$ cat config.mk
export PLATFORM = sky130hd
export DESIGN_NAME = ciphertext_loader_flat
export DESIGN_NICKNAME = d
export VERILOG_FILES = /design/src/rtl/ciphertext_loader_if.sv /design/src/rtl/ciphertext_loader.sv /design/src/flat_wrapper.sv
export SDC_FILE = /design/constraint.sdc
export NUM_CORES = 1
export LEC_CHECK = 0
export CAP_MARGIN = 20
export CORE_ASPECT_RATIO = 1.2
export CORE_MARGIN = 2
export CORE_UTILIZATION = 40
export CTS_CLUSTER_SIZE = 25
export DETAILED_ROUTE_END_ITERATION = 6
export GPL_TIMING_DRIVEN = 1
export PLACE_DENSITY = 0.63
export SYNTH_ARGS = -nofsm -noshare
export SYNTH_HDL_FRONTEND = slang
export SYNTH_SLANG_ARGS = --single-unit
$ cat constraint.sdc
create_clock -name clk -period 2.25 [get_ports clk]
set_clock_uncertainty 0.15 [all_clocks]
set_input_delay 0.45 -clock clk [delete_from_list [all_inputs] [get_ports clk]]
set_output_delay 0.45 -clock clk [all_outputs]
set_load 0.02 [all_outputs]
$ cat src/rtl/ciphertext_loader_if.sv
// Bundle of the receive handshake, codebreaker handshake and status/ciphertext outputs
// of the ciphertext loader.
interface ciphertext_loader_if;
  logic [7:0]   rx_data;
  logic         rx_valid;
  logic         rx_parity_err;
  logic         rx_ack;
  logic         cb_done;
  logic         start;
  logic [127:0] ciphertext;
  logic [4:0]   byte_count;
  logic         frame_err;
  logic         overrun;

  modport master (
    output rx_data, rx_valid, rx_parity_err, cb_done,
    input  rx_ack, start, ciphertext, byte_count, frame_err, overrun
  );

  modport slave (
    input  rx_data, rx_valid, rx_parity_err, cb_done,
    output rx_ack, start, ciphertext, byte_count, frame_err, overrun
  );
endinterface

$ cat src/rtl/ciphertext_loader.sv
// Assembles 16 received bytes into a 128-bit ciphertext block and launches the codebreaker.
// Optional inter-byte timeout enabled by defining LOADER_TIMEOUT_EN.
module ciphertext_loader #(
  parameter int unsigned  CLK_FREQUENCY   = 100_000_000,
  parameter int unsigned  WAIT_TIME_US    = 5_000,
  parameter logic [127:0] INIT_CIPHERTEXT = 128'ha13a3ab3071897088f3233a58d6238bb
) (
  input logic                clk,
  input logic                rst,
  ciphertext_loader_if.slave bus
);

  typedef enum logic [1:0] {StIdle, StRecv, StLaunch, StWaitDone} state_e;

  state_e       state_q, state_d;
  logic [127:0] shreg_q, shreg_d;
  logic [127:0] ct_q, ct_d;
  logic [4:0]   count_q, count_d;
  logic         armed_q;
  logic         ack_q, ack_d;
  logic         start_q, start_d;
  logic         ferr_q, ferr_d;
  logic         ovr_q, ovr_d;
  logic         capture;
  logic         timeout;

  // armed re-arms on any edge with rx_valid low, so a held byte is taken only once
  assign capture = bus.rx_valid & armed_q;

`ifdef LOADER_TIMEOUT_EN
  localparam int unsigned Limit  = WAIT_TIME_US * (CLK_FREQUENCY / 1_000_000);
  localparam int unsigned TimerW = (Limit > 1) ? $clog2(Limit) : 1;

  logic [TimerW-1:0] timer_q;

  always_ff @(posedge clk or negedge rst) begin
    if (!rst) begin
      timer_q <= '0;
    end else if (state_q != StRecv || capture) begin
      timer_q <= '0;
    end else begin
      timer_q <= timer_q + 1'b1;
    end
  end

  assign timeout = (state_q == StRecv) && (timer_q == TimerW'(Limit - 1));
`else
  assign timeout = 1'b0;
`endif

  always_comb begin
    state_d = state_q;
    shreg_d = shreg_q;
    ct_d    = ct_q;
    count_d = count_q;
    ack_d   = capture;
    start_d = 1'b0;
    ferr_d  = 1'b0;
    ovr_d   = ovr_q;
    case (state_q)
      StIdle, StRecv: begin
        if (capture) begin
          if (bus.rx_parity_err) begin
            count_d = 5'd0;
            ferr_d  = 1'b1;
            state_d = StIdle;
          end else begin
            shreg_d = {shreg_q[119:0], bus.rx_data};
            count_d = count_q + 5'd1;
            if (count_q == 5'd15) begin
              ct_d    = {shreg_q[119:0], bus.rx_data};
              state_d = StLaunch;
            end else begin
              state_d = StRecv;
            end
          end
        end else if (timeout) begin
          count_d = 5'd0;
          ferr_d  = 1'b1;
          state_d = StIdle;
        end
      end
      StLaunch: begin
        start_d = 1'b1;
        state_d = StWaitDone;
        if (capture) ovr_d = 1'b1;
      end
      StWaitDone: begin
        if (capture) ovr_d = 1'b1;
        if (bus.cb_done) begin
          count_d = 5'd0;
          state_d = StIdle;
        end
      end
      default: state_d = StIdle;
    endcase
  end

  always_ff @(posedge clk or negedge rst) begin
    if (!rst) begin
      state_q <= StIdle;
      shreg_q <= '0;
      ct_q    <= INIT_CIPHERTEXT;
      count_q <= 5'd0;
      armed_q <= 1'b1;
      ack_q   <= 1'b0;
      start_q <= 1'b0;
      ferr_q  <= 1'b0;
      ovr_q   <= 1'b0;
    end else begin
      state_q <= state_d;
      shreg_q <= shreg_d;
      ct_q    <= ct_d;
      count_q <= count_d;
      armed_q <= ~bus.rx_valid;
      ack_q   <= ack_d;
      start_q <= start_d;
      ferr_q  <= ferr_d;
      ovr_q   <= ovr_d;
    end
  end

  assign bus.rx_ack     = ack_q;
  assign bus.start      = start_q;
  assign bus.ciphertext = ct_q;
  assign bus.byte_count = count_q;
  assign bus.frame_err  = ferr_q;
  assign bus.overrun    = ovr_q;

endmodule

$ cat src/flat_wrapper.sv
// flat-port wrapper written by rule: the top's interface ports become plain ports
module ciphertext_loader_flat 
#(
  parameter int unsigned  CLK_FREQUENCY   = 100_000_000,
  parameter int unsigned  WAIT_TIME_US    = 5_000,
  parameter logic [127:0] INIT_CIPHERTEXT = 128'ha13a3ab3071897088f3233a58d6238bb
)
  (clk, rst, bus_rx_data, bus_rx_valid, bus_rx_parity_err, bus_cb_done, bus_rx_ack, bus_start, bus_ciphertext, bus_byte_count, bus_frame_err, bus_overrun);
  ciphertext_loader_if bus_i ();
  input logic clk;
  input logic rst;
  input wire logic [$bits(bus_i.rx_data)-1:0] bus_rx_data;
  input wire logic [$bits(bus_i.rx_valid)-1:0] bus_rx_valid;
  input wire logic [$bits(bus_i.rx_parity_err)-1:0] bus_rx_parity_err;
  input wire logic [$bits(bus_i.cb_done)-1:0] bus_cb_done;
  output wire logic [$bits(bus_i.rx_ack)-1:0] bus_rx_ack;
  output wire logic [$bits(bus_i.start)-1:0] bus_start;
  output wire logic [$bits(bus_i.ciphertext)-1:0] bus_ciphertext;
  output wire logic [$bits(bus_i.byte_count)-1:0] bus_byte_count;
  output wire logic [$bits(bus_i.frame_err)-1:0] bus_frame_err;
  output wire logic [$bits(bus_i.overrun)-1:0] bus_overrun;
  assign bus_i.rx_data = bus_rx_data;
  assign bus_i.rx_valid = bus_rx_valid;
  assign bus_i.rx_parity_err = bus_rx_parity_err;
  assign bus_i.cb_done = bus_cb_done;
  assign bus_rx_ack = bus_i.rx_ack;
  assign bus_start = bus_i.start;
  assign bus_ciphertext = bus_i.ciphertext;
  assign bus_byte_count = bus_i.byte_count;
  assign bus_frame_err = bus_i.frame_err;
  assign bus_overrun = bus_i.overrun;
  ciphertext_loader #(.CLK_FREQUENCY(CLK_FREQUENCY), .WAIT_TIME_US(WAIT_TIME_US), .INIT_CIPHERTEXT(INIT_CIPHERTEXT)) u_core (.clk(clk), .rst(rst), .bus(bus_i));
endmodule
======== Yosys cells after proc, flatten, opt, wreduce, memory -nomap -nowiden ========
Cells that the tools add are included.
Widths: inputs -> output; s select.
word-level totals
  register bits ........................... 260
  input bits .............................. 13
  output and inout bits ................... 137
  word-level logic and storage cells ...... 41
operators by class
  $add $sub $neg .......................... 1
  eq/ne operators ......................... 6
  mux-type cells .......................... 13
  bitwise gates (word level) .............. 3
  reduce and logical (&&, ||, !) cells .... 9
operator list
  operator             number
  $mux 5               3
  $pmux 5 s2           1
  $mux 2               4
  $pmux 2 s3           1
  $reduce_and 3->1     2
  $add 5x1->5 const B  1
  $eq 5x4->1 const B   1
  $eq 2x2->1 const B   2
  $mux 1               4
  $reduce_and 2->1     2
  $reduce_and 4->1     1
  $reduce_or 2->1      2
  $eq 2x1->1 const B   1
  $logic_not 2->1      1
  $ne 2x1->1 const B   1
  $ne 2x2->1 const B   1
  $not 1->1            2
  $reduce_bool 2->1    1
  $and 1x1->1          1

======== Logic depth before layout (Yosys ltp) ========
Gate-level depths: netlist of run 1.
  word-level depth ........................ 5
  depth in mapped cells ................... 7
  gate-level depth less buffers ........... 5

======== Worst setup path after synthesis of run 1 ========
OpenSTA, ideal clock, no wires.
  path type ............................... register to register
  from .................................... register u_core.count_q[0], in the netlist u_core.bus.byte_count[0]
  to ...................................... register u_core.ct_q[10], in the netlist u_core.bus.ciphertext[10]
  arrival time ............................ 1,788 ps
  setup slack ............................. 187 ps
  stages on the path, launching flop included .. 8
  buffers on the path ..................... 2
  clock period less this slack ............ 2,063 ps
  cell sequence ........................... dfrtp_1 -> ha_1 -> and3_1 -> ha_1 -> nand2_2 -> buf_6 -> buf_6 -> mux2_4
between the ends
  cells in the longest elaborated chain, start to end .. 2
RTL lines
  item                        RTL line                  text
  start: declaration          ciphertext_loader.sv:18   logic [4:0] count_q, count_d;
  start signal: assignment    ciphertext_loader.sv:114  count_q <= count_d;
  $eq 5x4->1                  ciphertext_loader.sv:70   if (count_q == 5'd15) begin
  $reduce_and 4->1 (no line)  n/a
  end signal: assignment      ciphertext_loader.sv:113  ct_q <= ct_d;
  end: declaration            ciphertext_loader.sv:17   logic [127:0] ct_q, ct_d;
No other way between the ends.
A chain may end at the register's enable or synchronous reset.

======== Final worst setup path of run 1 ========
  from .................................... register u_core.count_q[1], in the netlist u_core.bus.byte_count[1]
  to ...................................... register u_core.ct_q[28], in the netlist u_core.bus.ciphertext[28]
The elaborated chain is that of the path after synthesis.

==> results of run 1 <==
[worst paths after layout]
kind	from	cells past startpoint	to
max	u_core.bus.byte_count[1]	6	u_core.bus.ciphertext[28]
min	rst	2	u_core.shreg_q[71]
max reg2reg	u_core.bus.byte_count[1]	6	u_core.bus.ciphertext[28]
min reg2reg	u_core.bus.overrun	1	u_core.bus.overrun
max in group asynchronous	rst	3	u_core.bus.ciphertext[90]
min in group clk	u_core.bus.overrun	1	u_core.bus.overrun
[cell type report]
type / count / area [um2] / area share
clock buffer: 36 / 687 / 0.0523
clock inverter: 9 / 153 / 0.0116
inverter: 6 / 22.5 / 0.00172
multi-input combinational: 277 / 3390 / 0.258
sequential: 260 / 6580 / 0.501
tap: 330 / 413 / 0.0314
timing repair buffer: 186 / 1880 / 0.143
[state kept, by name, indices dropped and copies added, names as in the netlist]
signal                 flops
u_core.bus.ciphertext    128
u_core.bus.start           1
u_core.bus.overrun         1
u_core.bus.rx_ack          1
u_core.bus.frame_err       1
u_core.armed_q             1
u_core.shreg_q           120
u_core.state_q             2
u_core.bus.byte_count      5
[cells by family after synthesis]
family                   synth area share
adder cells (fa/ha/maj)           0.00245
AND/OR/NAND/NOR                   0.00980
AO/OA/AOI/OAI                     0.00674
flip-flops                          0.644
buffers and inverters              0.0255
multiplexers                        0.311
[layer usage]
metal,part of all wire,vias up
met1,0.43,2724
met3,0.047,27
li1,-,2393
met2,0.50,114
met5,0,-
met4,0.019,0
[cell usage in the layout (no fill, tap or decap), types with 6 or more instances in the layout]
master,count
buf_4,22
clkbuf_1,9
clkdlybuf4s50_1,88
dfstp_2,60
clkbuf_16,25
mux2_4,100
mux2_2,149
buf_12,14
dlygate4sd2_1,58
dfrtp_1,200
inv_1,6
[power by group]
part / internal (W) / leakage [nW] / switching (W) / total, W
sequential: 0.00525 / 3.31 / 0.000532 / 0.00578
clock: 0.00258 / 0.398 / 0.00172 / 0.00430
combinational: 0.000555 / 2.87 / 0.000301 / 0.000856
total: 0.00839 / 6.57 / 0.00255 / 0.0109
[timing repair]
item                                    CTS  global route
hold endpoints to repair                 37             0
setup buffers                             0             0
endpoints found under the setup margin   58             2
hold buffers                              1             0
resized for setup                        58             2
[worst max-delay path: cells and delay by family (launching register included)]
family | cells | cell delay (ns)
AND/OR/NAND/NOR | 2 | 0.34
buffers and inverters | 1 | 0.28
adder cells (fa/ha/maj) | 2 | 0.49
multiplexers | 1 | 0.33
flip-flops | 1 | 0.41
[per-stage QoR]
step	TNS [ns]	power [W]	hold slack, ns	cells	setup slack [ns]
after floorplan	0	0.00621	0.00441	572	0.187
after global placement	0	0.00669	0.266	1058	0.0145
after detailed placement	-0.102	0.00675	0.272	1058	-0.0160
after CTS	0	0.0111	0.313	1104	0.00656
after global routing	0	0.0114	0.327	1104	0.00224
final	0	0.0109	0.309	1104	0.0947
==> results.ini, run 1 <==
[detailed_routing]
drc=0
drtIter0Drc=141
routed_via_density=4.76
avgRoutedWirePerCell_um=17.8
vias=5258
ant_nets=0
drt_first_pass_iters=4
wirelength_um=19700

[grt]
antenna_found_initial=0
grt_max_degree=56
grt_pass1_wl_um=32400
use_met2=0.256
grtUsageMet3=0.0262
grt_use_total=0.151
overflow=0
grt_use_met1=0.199
grt_busiest_layer=met2
grt_pass1_vias=5745

[clock_network]
root_buffer=clkbuf_16
cts-buffers-inserted=25
clk-insertion-delay-late_ns=0.51
cts_sinks=260
clk_path_buf_depth=3
clk_pin_slew_ns=0.07
htreeDepth=1
cts_tree=built

[timing]
max_freq_mhz=464
worstMarginPinSlew_ns=0.476
fin_crit_sh=0.958
period_needed_ns=2.16
slew_violations=0
slew_headroom=0.683
rsz0062_at_grt=false
hold_viol_final=0
finalSetupViolations=0

[die]
start_util=0.404
die-area_mm2=0.0268
core_mm2=0.0253
die_y_um=179
rows=64
die_w_um=150
ioPinCount=150

[synth]
syn_nets=587
synth_area_leaders=dfrtp_1 49%, mux2_2 16%, dfstp_2 15%
ys_warn_count=0
synth.largest_area_cell=dfrtp_1
synth_top_area_share=0.490
yosysUniqueCellTypes=31
async_reset_ff_frac=1.00
yosys-top-cells-count=200 x dfrtp_1, 149 x mux2_2, 100 x mux2_4
avgSynthCellArea_um2=17.9
seq_area_frac_synth=0.644
synth_edf_count=0
ys_ff_latch=260
synth_area_mm2=0.0102
syn_inst=572
yosysMostFrequentCell=dfrtp_1
synth_ff_type=dfrtp_1

[job]
cap_violations=0

[pwr]
power-per-cell-area_mw_per_mm2=833
vdd_drop_max_mv=0.516
p_leak_nw=6.57

[run_status]
run_status=finished clean

[worst_hold_path]
hold_path.class=in2async

[final_layout]
fillers=2123
diodes=0
fin_area_mm2=0.0131
drive_gt1_frac=0.496
synthToLayoutAreaGrowth_pct=28.6
final_core_util=0.519
nets=771

[worst_setup_path]
crit_fanout=32
path_class=reg2reg
cp-start-kind=register
critPathMostFrequentCell=ha_1
crit_path_top_delay_cell=dfrtp_1
critical_path_arrival_ns=2.40
crit_path_cell_trace=ha_1 > and3_1 > ha_1 > nand2_8 > buf_12 > mux2_4
end_kind=register
max_stage_delay_ns=0.41
required_ns=2.49
r2r_slack_ns=0.09

[place]
gp_congestion=0.734
place_area_mm2=0.0123
port_buffers=149
dpl.hpwl_um=13700

Note: power is estimated with default switching activity, not from simulation.
==> inputs of run 2 (changes only) <==
--- a/config.mk
+++ b/config.mk
@@ -6,7 +6,6 @@
 export NUM_CORES = 1
 export LEC_CHECK = 0
 export CAP_MARGIN = 20
-export CORE_ASPECT_RATIO = 1.2
 export CORE_MARGIN = 2
 export CORE_UTILIZATION = 40
 export CTS_CLUSTER_SIZE = 25
==> run 2 against run 1 <==
Effect of this change: clock power rose by 7.0%; sequential power barely moved; register-to-register slack improved by 0.05 ns; critical path depth fell by 5; total power rose by 2.6%; routed wire length rose by 3.0%; combinational power fell by 2%; core utilization rose by 0.78 points; flip-flop and latch count did not move; global-route usage rose by 0.20 points; critical path type is now reg2out.
==> results.ini, run 2 (synthesis results as in run 1) <==
[run_status]
run_status=finished clean

[worst_setup_path]
path_class=reg2out
critical_path_arrival_ns=1.57
critPathBufInv=1
max_stage_delay_ns=0.63
crit_path_cell_trace=clkdlybuf4s50_1
crit_fanout=5
crit_path_top_delay_cell=clkdlybuf4s50_1
cp-start-kind=register
end_kind=primary output
required_ns=1.65
path_delay_family=buffers and inverters

[detailed_routing]
ant_nets=0
avgRoutedWirePerCell_um=18.3
routed_via_density=4.82
drc=0
vias=5347
drtIter0Drc=218
wirelength_um=20300
drt_first_pass_iters=4

[timing]
worstMarginPinSlew_ns=0.494
slew_headroom=0.671
finalHoldWorstSlack_ns=0.303
max_freq_mhz=462
rsz0062_at_grt=false
fin_crit_sh=0.963
hold_viol_final=0
slew_violations=0
finalSetupViolations=0
period_needed_ns=2.17

[clock_network]
cts_tree=built
cts-buffers-inserted=28
htreeDepth=1
clk-insertion-delay-late_ns=0.53
clk_pin_slew_ns=0.06
root_buffer=clkbuf_16
cts_sinks=260
clk_path_buf_depth=3

[grt]
grt_pass1_wl_um=32700
antenna_found_initial=0
grt_use_total=0.153
overflow=0
grt_max_degree=61
grt_pass1_vias=6012

[final_layout]
fillers=2091
final_core_util=0.527
synthToLayoutAreaGrowth_pct=29.5
largest_register_ff_count=128
final_common_cell=dfrtp_1
diodes=0
final_cell_mix=200 x dfrtp_1, 149 x mux2_2, 100 x mux2_4
nets=772
drive_gt1_frac=0.504

[die]
start_util=0.407
die_y_um=164
die_w_um=164
ioPinCount=150
rows=58
die-area_mm2=0.0268
core_mm2=0.0251

[place]
dpl.hpwl_um=13800
gp_congestion=0.780
port_buffers=149

[pwr]
power-per-cell-area_mw_per_mm2=849
p_leak_nw=6.65
vdd_drop_max_mv=0.449

[job]
cap_violations=0

[worst_hold_path]
hold_path.class=in2async

[run 2: path summary, 6_finish.rpt]
| check | startpoint | endpoint | slack (ns) | depth (start not counted) |
|---|---|---|---|---|
| setup / recovery | u_core.bus.byte_count[2] | bus_byte_count[2] | 0.08 | 1 |
| hold / removal | rst | u_core.bus.ciphertext[80] | 0.30 | 2 |
| setup reg to reg | u_core.bus.byte_count[1] | u_core.bus.ciphertext[28] | 0.14 | 6 |
| hold reg to reg | u_core.bus.overrun | u_core.bus.overrun | 0.31 | 1 |
| max in group asynchronous | rst | u_core.bus.ciphertext[3] | 0.93 | 3 |
| min in group clk | u_core.bus.overrun | u_core.bus.overrun | 0.31 | 1 |
[run 2: power breakdown]
group          internal [W]  switching, W
Combinational      0.000543      0.000300
Clock               0.00281       0.00179
Sequential          0.00525      0.000526
[run 2: repair_timing]
action | 4_1_cts | 5_1_grt
setup endpoints to repair | 59 | 51
resized for setup | 59 | 4
hold buffers | 1 | 0
endpoints found under the hold margin | 40 | 0
pin swaps | 0 | 1
cloned | 0 | 1
buffers inserted | 0 | 2
[run 2: metrics by stage]
stage                     worst slack (ns)  setup TNS, ns  cell area [um2]  std cells  power, W
after floorplan                      0.187              0            10200        572   0.00621
final                               0.0841              0            13200       1109    0.0112
after CTS                          0.00561              0            13200       1106    0.0114
after global placement             -0.0523          -2.20            12300       1053   0.00665
after global routing                0.0336              0            13200       1109    0.0118
after detailed placement           -0.0506          -3.27            12300       1053   0.00673
[run 2: final cells by class]
class | count | area (um2) | share of cell area
sequential | 260 | 6580 | 0.498
multi-input combinational | 278 | 3400 | 0.257
timing repair buffer | 183 | 1860 | 0.140
clock buffer | 42 | 845 | 0.0639
tap | 330 | 413 | 0.0312
clock inverter | 10 | 104 | 0.00785
inverter | 6 | 22.5 | 0.00170
[run 2: metal layers]
layer,vias to the layer above,part of all wire,global-route usage
met5,-,0,0
met4,0,0.017,0.0367
met3,30,0.074,0.0437
met2,138,0.48,0.253
met1,2786,0.43,0.198
li1,2393,-,-
